**src/rtl/uncache_arbiter_pkg.sv**
```systemverilog
`default_nettype none
// ============================================================================
// Module   : uncache_pkg
// Brief    : Source IDs, size encodings and FSM states for the uncache arbiter.
// Revision : 1.0
// ============================================================================
package uncache_pkg;

    localparam logic [1:0] SRC_INST = 2'd0;
    localparam logic [1:0] SRC_DATA = 2'd1;
    localparam logic [1:0] SRC_SB   = 2'd2;

    localparam logic [1:0] SZ_B = 2'b00;
    localparam logic [1:0] SZ_H = 2'b01;
    localparam logic [1:0] SZ_W = 2'b10;

    typedef enum logic [0:0] {
        ARB_IDLE = 1'b0,
        ARB_LOCK = 1'b1
    } arb_state_e;

    // Round-robin successor over the three sources: inst -> data -> sb -> inst.
    function automatic logic [1:0] src_next(input logic [1:0] s);
        return (s == SRC_SB) ? SRC_INST : s + 2'd1;
    endfunction

endpackage
`default_nettype wire

```
**src/rtl/uncache_arbiter_if.sv**
```systemverilog
`default_nettype none
// ============================================================================
// Module   : uncache_arbiter_if
// Brief    : SRAM-like uncached bus between the arbiter and the AXI bridge.
// Revision : 1.0
// ============================================================================
interface uncache_arbiter_if;
    logic        req;
    logic        wr;
    logic [1:0]  size;
    logic [31:0] addr;
    logic [31:0] wdata;
    logic [3:0]  wstrb;
    logic [31:0] rdata;
    logic        addr_ok;
    logic        data_ok;

    modport master (
        output req, wr, size, addr, wdata, wstrb,
        input  rdata, addr_ok, data_ok
    );

    modport slave (
        input  req, wr, size, addr, wdata, wstrb,
        output rdata, addr_ok, data_ok
    );
endinterface
`default_nettype wire

```
**src/rtl/uncache_arbiter_id_fifo.sv**
```systemverilog
`default_nettype none
// ============================================================================
// Module   : uncache_id_fifo
// Brief    : In-order FIFO of 2-bit source IDs for outstanding bus transactions.
// Revision : 1.0
// ============================================================================
module uncache_id_fifo #(
    parameter int DEPTH = 4
) (
    input  wire logic                     clk,
    input  wire logic                     rstn,
    input  wire logic                     push,
    input  wire logic [1:0]               push_id,
    input  wire logic                     pop,
    output logic      [1:0]               head,
    output logic                          full,
    output logic                          empty,
    output logic      [$clog2(DEPTH):0]   count
);
    localparam int AW = $clog2(DEPTH);

    logic [1:0]    mem_q [DEPTH];
    logic [1:0]    mem_d [DEPTH];
    logic [AW-1:0] wr_ptr_q, wr_ptr_d;
    logic [AW-1:0] rd_ptr_q, rd_ptr_d;
    logic [AW:0]   cnt_q, cnt_d;
    logic          do_push, do_pop;

    assign full  = (cnt_q == (AW+1)'(DEPTH));
    assign empty = (cnt_q == '0);
    assign count = cnt_q;
    assign head  = mem_q[rd_ptr_q];

    assign do_push = push && !full;
    assign do_pop  = pop && !empty;

    always_comb begin
        mem_d    = mem_q;
        wr_ptr_d = wr_ptr_q;
        rd_ptr_d = rd_ptr_q;
        cnt_d    = cnt_q;
        if (do_push) begin
            mem_d[wr_ptr_q] = push_id;
            wr_ptr_d        = wr_ptr_q + AW'(1);
        end
        if (do_pop) begin
            rd_ptr_d = rd_ptr_q + AW'(1);
        end
        case ({do_push, do_pop})
            2'b10:   cnt_d = cnt_q + (AW+1)'(1);
            2'b01:   cnt_d = cnt_q - (AW+1)'(1);
            default: cnt_d = cnt_q;
        endcase
    end

    always_ff @(posedge clk) begin
        if (!rstn) begin
            wr_ptr_q <= '0;
            rd_ptr_q <= '0;
            cnt_q    <= '0;
            for (int i = 0; i < DEPTH; i++) begin
                mem_q[i] <= '0;
            end
        end else begin
            wr_ptr_q <= wr_ptr_d;
            rd_ptr_q <= rd_ptr_d;
            cnt_q    <= cnt_d;
            mem_q    <= mem_d;
        end
    end
endmodule
`default_nettype wire

```
**src/rtl/uncache_arbiter.sv**
```systemverilog
`default_nettype none
// ============================================================================
// Module   : uncache_arbiter
// Brief    : Round-robin arbiter of inst fetch, uncached load and store drain
//            onto one SRAM-like bus, with in-order response routing.
//            Optional counters: define UNCACHE_ARB_PERF_EN.
// Revision : 1.0
// ============================================================================
module uncache_arbiter
    import uncache_pkg::*;
#(
    parameter int OUTS_DEPTH = 4,
    parameter int RR_EN_INIT = 0
) (
    input  wire logic        clk,
    input  wire logic        rstn,
    input  wire logic        inst_req,
    input  wire logic [31:0] inst_addr,
    output logic             inst_addr_ok,
    output logic             inst_data_ok,
    input  wire logic        data_req,
    input  wire logic [1:0]  data_size,
    input  wire logic [31:0] data_addr,
    output logic             data_addr_ok,
    output logic             data_data_ok,
    output logic      [31:0] rd_rdata,
    input  wire logic        sb_req,
    input  wire logic [1:0]  sb_size,
    input  wire logic [31:0] sb_addr,
    input  wire logic [31:0] sb_wdata,
    input  wire logic [3:0]  sb_wstrb,
    output logic             sb_addr_ok,
    output logic             sb_data_ok,
    input  wire logic        sb_pending,
    uncache_arbiter_if.master bus
`ifdef UNCACHE_ARB_PERF_EN
    ,
    output logic      [31:0] perf_sb_grants,
    output logic      [31:0] perf_ld_block
`endif
);
    localparam int AW = $clog2(OUTS_DEPTH);

    arb_state_e  state_q, state_d;
    logic [1:0]  gnt_q, gnt_d;
    logic [1:0]  rr_q, rr_d;
    logic [AW:0] wr_out_q, wr_out_d;

    logic        fifo_full, fifo_empty, fifo_push, fifo_pop;
    logic [1:0]  fifo_head;
    logic [AW:0] fifo_count;

    logic [2:0]  req_vec, elig;
    logic        ld_order_block;
    logic        win_valid, sel_valid, accept;
    logic [1:0]  win, sel, cand;
    logic        sb_acc, sb_resp;

    uncache_id_fifo #(.DEPTH(OUTS_DEPTH)) u_fifo (
        .clk     (clk),
        .rstn    (rstn),
        .push    (fifo_push),
        .push_id (sel),
        .pop     (fifo_pop),
        .head    (fifo_head),
        .full    (fifo_full),
        .empty   (fifo_empty),
        .count   (fifo_count)
    );

    // A load may not pass any store still in the buffer, on the wire, or unanswered.
    assign ld_order_block = sb_pending || sb_req || (wr_out_q != '0);
    assign req_vec = {sb_req, data_req, inst_req};
    assign elig    = {sb_req, data_req && !ld_order_block, inst_req} & {3{!fifo_full}};

    always_comb begin
        win_valid = 1'b0;
        win       = rr_q;
        cand      = rr_q;
        for (int i = 0; i < 3; i++) begin
            if (!win_valid && elig[cand]) begin
                win_valid = 1'b1;
                win       = cand;
            end
            cand = src_next(cand);
        end
    end

    always_comb begin
        state_d   = state_q;
        gnt_d     = gnt_q;
        rr_d      = rr_q;
        sel_valid = 1'b0;
        sel       = gnt_q;
        case (state_q)
            ARB_IDLE: begin
                sel_valid = win_valid;
                sel       = win;
            end
            ARB_LOCK: begin
                sel_valid = req_vec[gnt_q];
                if (!req_vec[gnt_q]) begin
                    state_d = ARB_IDLE;
                end
            end
            default: state_d = ARB_IDLE;
        endcase

        accept = sel_valid && bus.addr_ok;
        if (accept) begin
            rr_d    = src_next(sel);
            state_d = ARB_IDLE;
        end else if (sel_valid && (state_q == ARB_IDLE)) begin
            gnt_d   = sel;
            state_d = ARB_LOCK;
        end

        bus.req   = sel_valid;
        bus.wr    = sel_valid && (sel == SRC_SB);
        bus.size  = '0;
        bus.addr  = '0;
        bus.wdata = '0;
        bus.wstrb = '0;
        if (sel_valid) begin
            case (sel)
                SRC_INST: begin
                    bus.size = SZ_W;
                    bus.addr = inst_addr;
                end
                SRC_DATA: begin
                    bus.size = data_size;
                    bus.addr = data_addr;
                end
                SRC_SB: begin
                    bus.size  = sb_size;
                    bus.addr  = sb_addr;
                    bus.wdata = sb_wdata;
                    bus.wstrb = sb_wstrb;
                end
                default: ;
            endcase
        end
    end

    assign inst_addr_ok = accept && (sel == SRC_INST);
    assign data_addr_ok = accept && (sel == SRC_DATA);
    assign sb_addr_ok   = accept && (sel == SRC_SB);
    assign fifo_push    = accept;

    assign fifo_pop     = bus.data_ok && !fifo_empty;
    assign inst_data_ok = fifo_pop && (fifo_head == SRC_INST);
    assign data_data_ok = fifo_pop && (fifo_head == SRC_DATA);
    assign sb_data_ok   = fifo_pop && (fifo_head == SRC_SB);
    assign rd_rdata     = bus.rdata;

    assign sb_acc  = sb_addr_ok;
    assign sb_resp = sb_data_ok;

    always_comb begin
        wr_out_d = wr_out_q;
        case ({sb_acc, sb_resp})
            2'b10:   wr_out_d = wr_out_q + (AW+1)'(1);
            2'b01:   wr_out_d = wr_out_q - (AW+1)'(1);
            default: wr_out_d = wr_out_q;
        endcase
    end

    always_ff @(posedge clk) begin
        if (!rstn) begin
            state_q  <= ARB_IDLE;
            gnt_q    <= SRC_INST;
            rr_q     <= 2'(RR_EN_INIT);
            wr_out_q <= '0;
        end else begin
            state_q  <= state_d;
            gnt_q    <= gnt_d;
            rr_q     <= rr_d;
            wr_out_q <= wr_out_d;
        end
    end

`ifdef UNCACHE_ARB_PERF_EN
    logic [31:0] perf_sb_q, perf_sb_d;
    logic [31:0] perf_ld_q, perf_ld_d;

    always_comb begin
        perf_sb_d = perf_sb_q;
        perf_ld_d = perf_ld_q;
        if (sb_acc && (perf_sb_q != '1)) begin
            perf_sb_d = perf_sb_q + 32'd1;
        end
        if (data_req && ld_order_block && (perf_ld_q != '1)) begin
            perf_ld_d = perf_ld_q + 32'd1;
        end
    end

    always_ff @(posedge clk) begin
        if (!rstn) begin
            perf_sb_q <= '0;
            perf_ld_q <= '0;
        end else begin
            perf_sb_q <= perf_sb_d;
            perf_ld_q <= perf_ld_d;
        end
    end

    assign perf_sb_grants = perf_sb_q;
    assign perf_ld_block  = perf_ld_q;
`endif

    a_no_orphan_resp: assert property (@(posedge clk) disable iff (!rstn)
        !(bus.data_ok && fifo_empty));
    a_wr_out_bound: assert property (@(posedge clk) disable iff (!rstn)
        wr_out_q <= fifo_count);
endmodule
`default_nettype wire

```
**src/flat_wrapper.sv**
```systemverilog
// flat-port wrapper written by rule: the top's interface ports become plain ports
module uncache_arbiter_flat import uncache_pkg::*;
#(
    parameter int OUTS_DEPTH = 4,
    parameter int RR_EN_INIT = 0
)
  (clk, rstn, inst_req, inst_addr, inst_addr_ok, inst_data_ok, data_req, data_size, data_addr, data_addr_ok, data_data_ok, rd_rdata, sb_req, sb_size, sb_addr, sb_wdata, sb_wstrb, sb_addr_ok, sb_data_ok, sb_pending, bus_req, bus_wr, bus_size, bus_addr, bus_wdata, bus_wstrb, bus_rdata, bus_addr_ok, bus_data_ok);
  uncache_arbiter_if bus_i ();
  input  wire logic clk;
  input  wire logic rstn;
  input  wire logic inst_req;
  input  wire logic [31:0] inst_addr;
  output logic inst_addr_ok;
  output logic inst_data_ok;
  input  wire logic data_req;
  input  wire logic [1:0] data_size;
  input  wire logic [31:0] data_addr;
  output logic data_addr_ok;
  output logic data_data_ok;
  output logic      [31:0] rd_rdata;
  input  wire logic sb_req;
  input  wire logic [1:0] sb_size;
  input  wire logic [31:0] sb_addr;
  input  wire logic [31:0] sb_wdata;
  input  wire logic [3:0] sb_wstrb;
  output logic sb_addr_ok;
  output logic sb_data_ok;
  input  wire logic sb_pending;
  output wire logic [$bits(bus_i.req)-1:0] bus_req;
  output wire logic [$bits(bus_i.wr)-1:0] bus_wr;
  output wire logic [$bits(bus_i.size)-1:0] bus_size;
  output wire logic [$bits(bus_i.addr)-1:0] bus_addr;
  output wire logic [$bits(bus_i.wdata)-1:0] bus_wdata;
  output wire logic [$bits(bus_i.wstrb)-1:0] bus_wstrb;
  input wire logic [$bits(bus_i.rdata)-1:0] bus_rdata;
  input wire logic [$bits(bus_i.addr_ok)-1:0] bus_addr_ok;
  input wire logic [$bits(bus_i.data_ok)-1:0] bus_data_ok;
  assign bus_req = bus_i.req;
  assign bus_wr = bus_i.wr;
  assign bus_size = bus_i.size;
  assign bus_addr = bus_i.addr;
  assign bus_wdata = bus_i.wdata;
  assign bus_wstrb = bus_i.wstrb;
  assign bus_i.rdata = bus_rdata;
  assign bus_i.addr_ok = bus_addr_ok;
  assign bus_i.data_ok = bus_data_ok;
  uncache_arbiter #(.OUTS_DEPTH(OUTS_DEPTH), .RR_EN_INIT(RR_EN_INIT)) u_core (.clk(clk), .rstn(rstn), .inst_req(inst_req), .inst_addr(inst_addr), .inst_addr_ok(inst_addr_ok), .inst_data_ok(inst_data_ok), .data_req(data_req), .data_size(data_size), .data_addr(data_addr), .data_addr_ok(data_addr_ok), .data_data_ok(data_data_ok), .rd_rdata(rd_rdata), .sb_req(sb_req), .sb_size(sb_size), .sb_addr(sb_addr), .sb_wdata(sb_wdata), .sb_wstrb(sb_wstrb), .sb_addr_ok(sb_addr_ok), .sb_data_ok(sb_data_ok), .sb_pending(sb_pending), .bus(bus_i));
endmodule
```
**config.mk**
```make
export PLATFORM = sky130hd
export DESIGN_NAME = uncache_arbiter_flat
export DESIGN_NICKNAME = d
export VERILOG_FILES = /design/src/rtl/uncache_arbiter_pkg.sv /design/src/rtl/uncache_arbiter_if.sv /design/src/rtl/uncache_arbiter_id_fifo.sv /design/src/rtl/uncache_arbiter.sv /design/src/flat_wrapper.sv
export SDC_FILE = /design/constraint.sdc
export NUM_CORES = 1
export LEC_CHECK = 0
export ABC_CLOCK_PERIOD_IN_PS = 3250
export BUFFER_PORTS_ARGS = -buffer_cell sky130_fd_sc_hd__buf_2
export CAP_MARGIN = 20
export CORE_AREA = 2 2 112 114
export DETAILED_ROUTE_END_ITERATION = 6
export DIE_AREA = 0 0 114 116
export GPL_TIMING_DRIVEN = 0
export PLACE_DENSITY_LB_ADDON = 0.12
export SLEW_MARGIN = 5
export SYNTH_ARGS = -nofsm -noshare
export SYNTH_HDL_FRONTEND = slang
export SYNTH_SLANG_ARGS = --single-unit
```
**constraint.sdc**
```tcl
create_clock -name clk -period 3.25 [get_ports clk]
set_input_delay 0.1625 -clock clk [delete_from_list [all_inputs] [get_ports clk]]
set_output_delay 0.1625 -clock clk [all_outputs]
set_load 0.05 [all_outputs]
```
Word-level counts from Yosys, hierarchy flattened:

Cells that the tools add are included.

* register bits: 23
* bits of input ports: 176
* output and inout port bits: 110
* word-level logic and storage cells: 112

* add/subtract/negate cells: 9
* $lt $le $gt $ge: 7
* equality and inequality tests: 11
* muxes and demuxes: 37
* bitwise gates (word level): 6
* reduce and logical (&&, ||, !) cells: 31

Operators by type and width (number)
* 32-bit two-way mux: 3
* 32-bit one-hot mux with 3 select lines: 1
* 2-bit two-way mux: 10
* 1-bit logical AND: 16
* 2-bit == test (second input constant): 6
* 2-bit by 3-bit less-than comparator with 1-bit output (second input constant): 4
* 3-bit one-hot mux with 2 select lines: 2
* 2-bit by 1-bit adder with 2-bit output (second input constant): 5
* 1-bit two-way mux: 10
* 1-bit binary-select mux with 2-bit select: 4
* 8-bit bitwise mux: 1
* 2-bit by 1-bit == test with 1-bit output (second input constant): 4
* 4-bit two-way mux: 2
* 3-bit by 1-bit adder with 3-bit output (second input constant): 2
* 3-bit >= comparator (second input constant): 2
* 2-bit NOT with 3-bit output: 2
* 2-bit one-hot mux with 3 select lines: 1
* 3-bit by 1-bit subtractor with 3-bit output (second input constant): 2
* 1-bit zero test: 5
* 2-bit binary-select mux with 2-bit select: 1
* 2-bit demux with 2-bit select: 1
* 2-bit zero test: 2
* 2-bit nonzero test: 2
* 3-bit AND: 1
* other kinds (9): 12

Longest topological paths before layout:

* depth after elaboration: 19
* depth in mapped cells: 13
* gate-level depth less buffers: 11

Hierarchy:

A second synthesis with hierarchy kept.

* cells, all modules: 324
* area, all modules: 2595.0 um^2

Modules (own cells, without submodules)
* uncache_arbiter: times used 1, cells each 241, area an instance 1809.2 um^2, seq. area each 160.2 um^2
* uncache_id_fifo: times used 1, cells each 83, area an instance 785.8 um^2, seq. area each 300.3 um^2

Worst setup path after synthesis:

Ideal clock, no wire load.

* path kind: register -> register
* from: reg u_core.u_fifo.rd_ptr_q[0]
* to: reg u_core.wr_out_q[2]
* library setup time: 71 ps
* data arrival time: 3221 ps
* required time: 3179 ps
* path slack: -41 ps
* cell stages (with the launch flop): 8
* buffers on the path: 0
* clock period less this slack: 3291 ps
* cells stage by stage: dfxtp_1 -> mux4_2 -> nor3b_1 -> ha_1 -> fa_1 -> xnor2_1 -> or3_1 -> a21oi_1

* cells in the longest elaborated chain, start to end: 8
* elaborated cells between the ends (all ways): 10
* those cells by class: eq/ne: 3; mux: 4; bitwise: 1; reduce/logical: 2

Ends and longest elaborated chain
* start, declared: line uncache_arbiter_id_fifo.sv:25 `logic [AW-1:0] rd_ptr_q, rd_ptr_d;`
* start signal, assigned: line uncache_arbiter_id_fifo.sv:66 `rd_ptr_q <= rd_ptr_d;`
* 2-bit NOT with 3-bit output (not written as such) *: line uncache_arbiter_id_fifo.sv:32 `assign head = mem_q[rd_ptr_q];`
* 2-bit binary-select mux with 2-bit select *: line uncache_arbiter_id_fifo.sv:32
* 2-bit two-way mux (not written as such) * (2 in a row): line uncache_arbiter_id_fifo.sv:32
* 2-bit == test *: line uncache_arbiter.sv:153 `assign sb_data_ok = fifo_pop && (fifo_head == SRC_SB);`
* 1-bit logical AND *: line uncache_arbiter.sv:153
* via sb_data_ok: line flat_wrapper.sv:27 `output logic sb_data_ok;`
* 2-bit by 1-bit == test with 1-bit output / 2-bit == test (equally long branches): line uncache_arbiter.sv:161 `case ({sb_acc, sb_resp})`
* 3-bit one-hot mux with 2 select lines / 2-bit nonzero test (equally long branches)
* end signal, assigned: line uncache_arbiter.sv:178 `wr_out_q <= wr_out_d;`
* end, declared: line uncache_arbiter.sv:47 `logic [AW:0] wr_out_q, wr_out_d;`

The timed path passes the listed nets; every way through them passes the cells marked *. The select of a mux whose other input is x is not followed.
A chain may end at the register's enable or synchronous reset.

Worst setup path in the final report:

* from: reg u_core.wr_out_q[0]
* to: reg u_core.wr_out_q[2]

* cells in the longest elaborated chain, start to end: 19
* elaborated cells between the ends (all ways): 31
* those cells by class: add/sub: 2; eq/ne: 3; mux: 14; bitwise: 1; reduce/logical: 11

Ends and longest elaborated chain
* 3-bit nonzero test: line uncache_arbiter.sv:72 `assign ld_order_block = sb_pending || sb_req || (wr_out_q != '0);`
* 1-bit logical OR: line uncache_arbiter.sv:72
* 1-bit zero test: line uncache_arbiter.sv:74 `assign elig = {sb_req, data_req && !ld_order_block, inst_req} & {3{!fifo_full}};`
* 1-bit logical AND: line uncache_arbiter.sv:74
* 3-bit AND: line uncache_arbiter.sv:74
* 1-bit binary-select mux with 2-bit select: line uncache_arbiter.sv:81 `if (!win_valid && elig[cand]) begin`
* 1-bit two-way mux (not written as such): line uncache_arbiter.sv:81
* 1-bit two-way mux: line uncache_arbiter.sv:81
* (+3 left out)
* 1-bit zero test: line uncache_arbiter.sv:81
* 1-bit logical AND: line uncache_arbiter.sv:81
* 2-bit two-way mux / 1-bit two-way mux (equally long branches): line uncache_arbiter.sv:81
* 2-bit two-way mux / 1-bit one-hot mux with 2 select lines (equally long branches): line uncache_arbiter.sv:95 `case (state_q)`
* 2-bit == test / 1-bit logical AND (equally long branches): line uncache_arbiter.sv:147, uncache_arbiter.sv:109
* 1-bit logical AND: line uncache_arbiter.sv:147 `assign sb_addr_ok = accept && (sel == SRC_SB);`
* 2-bit by 1-bit == test with 1-bit output / 2-bit == test (equally long branches): line uncache_arbiter.sv:161
* 3-bit one-hot mux with 2 select lines / 2-bit nonzero test (equally long branches)

Parallel ways exist; a longest one is shown, timed or not. The select of a mux whose other input is x is not followed.

==> results.env <==
CRITPATHSLOWESTCELL='fa_1'
CTS-BUFFERS-INSERTED=3
MOSTFREQUENTLAYOUTCELL='buf_2'
SYN_NETS=492
ANTENNA_NETS_POST_ROUTE=0
SYNTH-EDFF-COUNT=0
TIMING.CRITICAL_PATH.FROM='u_core.wr_out_q[0]'
TIMING.CRITICAL_PATH.TO_TYPE='flop'
CTS_NUM_SINKS=23
MAX_STAGE_DELAY_PS=390
CTS-HTREE-LEVELS=1
SYNTH-MAIN-FF-CELL='dfxtp_1'
FINALCRITPERIODSHARE=0.9327
CRITICAL_PATH.MAX_FANOUT=10
TMIN_FINAL_PS=3031
FINALSETUPTNS_PS=0
NETLIST_CELL_TYPES=48
WORST_HOLD_SLACK_PS=160.9
R2R_SETUP_SLACK_PS=220
CTS-ROOT-BUF='clkbuf_16'
GLOBAL_ROUTE_WIRE_LENGTH_BEFORE_REPAIR_UM=15760
CLK_PIN_SLEW_PS=60
CTSHOLDBUFFERS=0
POWER.NET_SWITCHING_uW=1888
GRT_ANTENNA_BEFORE_REPAIR=0
VIA_PER_INST=4.580
PORT_BUFFERS=253
CRITICAL_PATH_BUF_INV_COUNT=1
FINAL_MAX_SLEW_VIOL_COUNT=0
MAXCAPVIOLATIONS=0
SLEW_HEADROOM=0.4284
GRT_USE_TOTAL=0.1504
DPL.HPWL_UM=9876
CORE.ROWCOUNT=40
PLACER_S_FINAL_ROUTABILITY_CONGESTION_ESTIMATE=0.7671
WORSTSETUPPATHTYPE='reg2reg'
P_LEAK_uW=0.002357
CTS_BUFFER_DEPTH=2
IRDROPWORSTVDD_mV=0.3252
SYN2LAYOUT_AREA_GROWTH_PCT=57.01
DR.PASS1.ITERS=4
FINAL-SETUP-VIOL-COUNT=0
DIE_H_UM=116
GRT_START_MAX_NET_PINS=13
DRT-INITIAL-DRC-COUNT=133
TIGHTEST_SLEW_PS=850.9
FINAL-HOLD-VIOLATION-COUNT=0
NETLIST_AREA_SQ_UM=2794
FLOORPLAN.DIE.WIDTH_UM=114
POWER.DENSITY_CELL_AREA_nW_PER_UM2=717.1
DPL_WORST_SLACK_PS=-57.71
CRITICAL_PATH.TOP_DELAY_FAMILY='simple AND/OR/NAND/NOR gates'
INTERNAL_PWR_TOTAL_uW=1258
FINAL.SETUP_SKEW_PS=2.356
SEQUENTIALPOWERSHARE=0.132
WL_PER_CELL_UM=15.80
POWER.SWITCHING_FRACTION=0.6001
COMBINATIONALPOWERSHARE=0.783
FINAL_NETS=752
RUN_STATUS='complete, no violations'
FINAL.SETUP.WORST_SLACK_PS=218.7
WORSTSETUPPATHDEPTH=11
GRT_OVERFLOW=0
DIE-AREA_SQ_UM=13220
CRIT_PATH_END='u_core.wr_out_q[2]'
SYNTH-SEQ-AREA-SHARE=0.1648
INITIAL_CORE_UTIL=0.2346
WORST_SKEW_PAIR.LATE_LATENCY_PS=250
IO_PINS=286
WORSTHOLDPATHTYPE='in2reg'
CRIT_REQUIRED_PS=3440
TOTAL_VIA_COUNT_AFTER_DETAILED_ROUTING=3270
FINALWIRELENGTH_UM=11280
WORSTREGTOREGCELLS=11
DRC=0
WORSTSETUPSTARTPOINTTYPE='flop'
CRITICAL_PATH_ARRIVAL_PS=3220
FMAXACHIEVABLE_GHz=0.3299
WORSTPATHCELLLIST='nor4b_4 -> a221oi_1 -> o22a_2 -> nor4_4 -> buf_6 -> nand2_1 -> ha_1 -> fa_1 -> xnor2_1 -> or3_1 -> a21oi_1'
SYNTH.YOSYS.WARNINGS=0
FIRST_GLOBAL_VIAS=2983
MOST-COMMON-LAYOUT-CELLS='buf_2, buf_4, and2_1, mux2i_1, o2bb2ai_2'
ANTENNA_CELLS_INSERTED=0
POST_SYNTH_INST_COUNT=308
CTS_TREE='built'
CRIT-REG2REG-LAUNCH='u_core.wr_out_q[0]'
RSZ0062_AT_GRT='false'
SYNTH_AREA_PER_CELL_SQ_UM=9.071
FP.COREAREA_SQ_UM=11910
FINAL_LAYOUT_SIZE_SUFFIX_GT1_FRAC=0.6243
TIMING.RR.END='u_core.wr_out_q[2]'
SYNTH_SEQ_CELLS=23
SYNTH_ASYNC_SR_FLOP_SHARE=0
POWER_FRAC_CLOCK=0.085
through the flow:
stage                     utilization  power, uW  std cells  cell area, sq um
after floorplan                     -       2299        308              2799
after global placement         0.3567       2847        708              4249
after detailed placement       0.3567       2868        708              4249
after CTS                      0.3643       3154        712              4339
after global routing           0.3683       3327        714              4387
final                          0.3683       3146        714              4387
synth_stat cells (4+ instances only):
cell	count	area [sq um]
o21ai_0	8	40.04
a31oi_1	8	50.05
nand2_1	11	41.29
ha_1	6	75.07
buf_4	37	277.8
dfxtp_1	23	460.4
xor2_1	4	35.03
buf_2	8	40.04
nor2_1	11	41.29
mux2i_1	35	350.3
a21oi_1	7	35.03
inv_1	16	60.06
buf_6	4	45.04
clkbuf_1	4	15.01
and2_1	37	231.5
a311oi_1	8	70.07
o2bb2ai_2	30	450.4
or3_1	4	25.02
nor3_1	6	30.03
power by group through the flow:
stage          clock network (uW)  registers [uW]  logic (uW)
2_1_floorplan                   0             395        1900
3_3_place_gp                    0             411        2440
3_5_place_dp                    0             413        2450
4_1_cts                       279             408        2470
5_1_grt                       289             424        2610
6_report                      267             415        2460
kinds of logic after synthesis:
kind of cell | synth area share
multiplexers | 0.1415
AO/OA/AOI/OAI | 0.2965
AND/OR/NAND/NOR | 0.1791
buffers and inverters | 0.1581
XOR/XNOR | 0.01881
flip-flops | 0.1648
adder cells (fa/ha/maj) | 0.04120
sequential cells by signal, summed over array words and instances, names as in the netlist:
name                    count
u_core.u_fifo.rd_ptr_q      2
u_core.gnt_q                2
u_core.state_q              1
u_core.wr_out_q             3
u_core.u_fifo.count         3
u_core.u_fifo.mem_q         8
u_core.u_fifo.wr_ptr_q      2
u_core.rr_q                 2
area by class of cell:
cell class              instances  area, sq um
fillers                      1276         7525
multi-input cells             215         1927
repair buffers                256         1289
flip-flops and latches         23        464.2
plain buffers                  52        380.4
well taps                     147        183.9
clock buffers                   4        78.83
inverters                      17        63.81
worst reg2reg max path, delay by kind of cell (launching register included):
kind	cells	cell delay (ps)
and+or+nand+nor	4	1040
AOI/OAI and AO/OA	3	640
adders and majority gates	2	630
DFF	1	350
buffers and inverters	1	180
xor gates and xnor gates	1	140
layer usage:
metal,global-route usage,share of wire,vias up
li1,-,-,1604
met5,0,0,-
met3,0.03138,0.075,6
met2,0.2683,0.52,127
met4,0.02764,0.0067,0
met1,0.1892,0.39,1533
worst min-delay path by stage:
stage / startpoint / end / slack [ps] / depth (start not counted)
2_1_floorplan: bus_addr_ok / u_core.state_q / 240 / 1
3_3_place_gp: bus_addr_ok / u_core.state_q / 420 / 2
3_5_place_dp: bus_addr_ok / u_core.state_q / 420 / 2
4_1_cts: bus_addr_ok / u_core.state_q / 150 / 2
5_1_grt: bus_addr_ok / u_core.state_q / 160 / 2
6_report: bus_addr_ok / u_core.state_q / 160 / 2
timing repair:
action / CTS / global route
pin swaps: 0 / 3
setup buffers: 0 / 3
resized for setup: 2 / 7
setup endpoints to repair: 1 / 2
(Power assumes the default switching activity.)
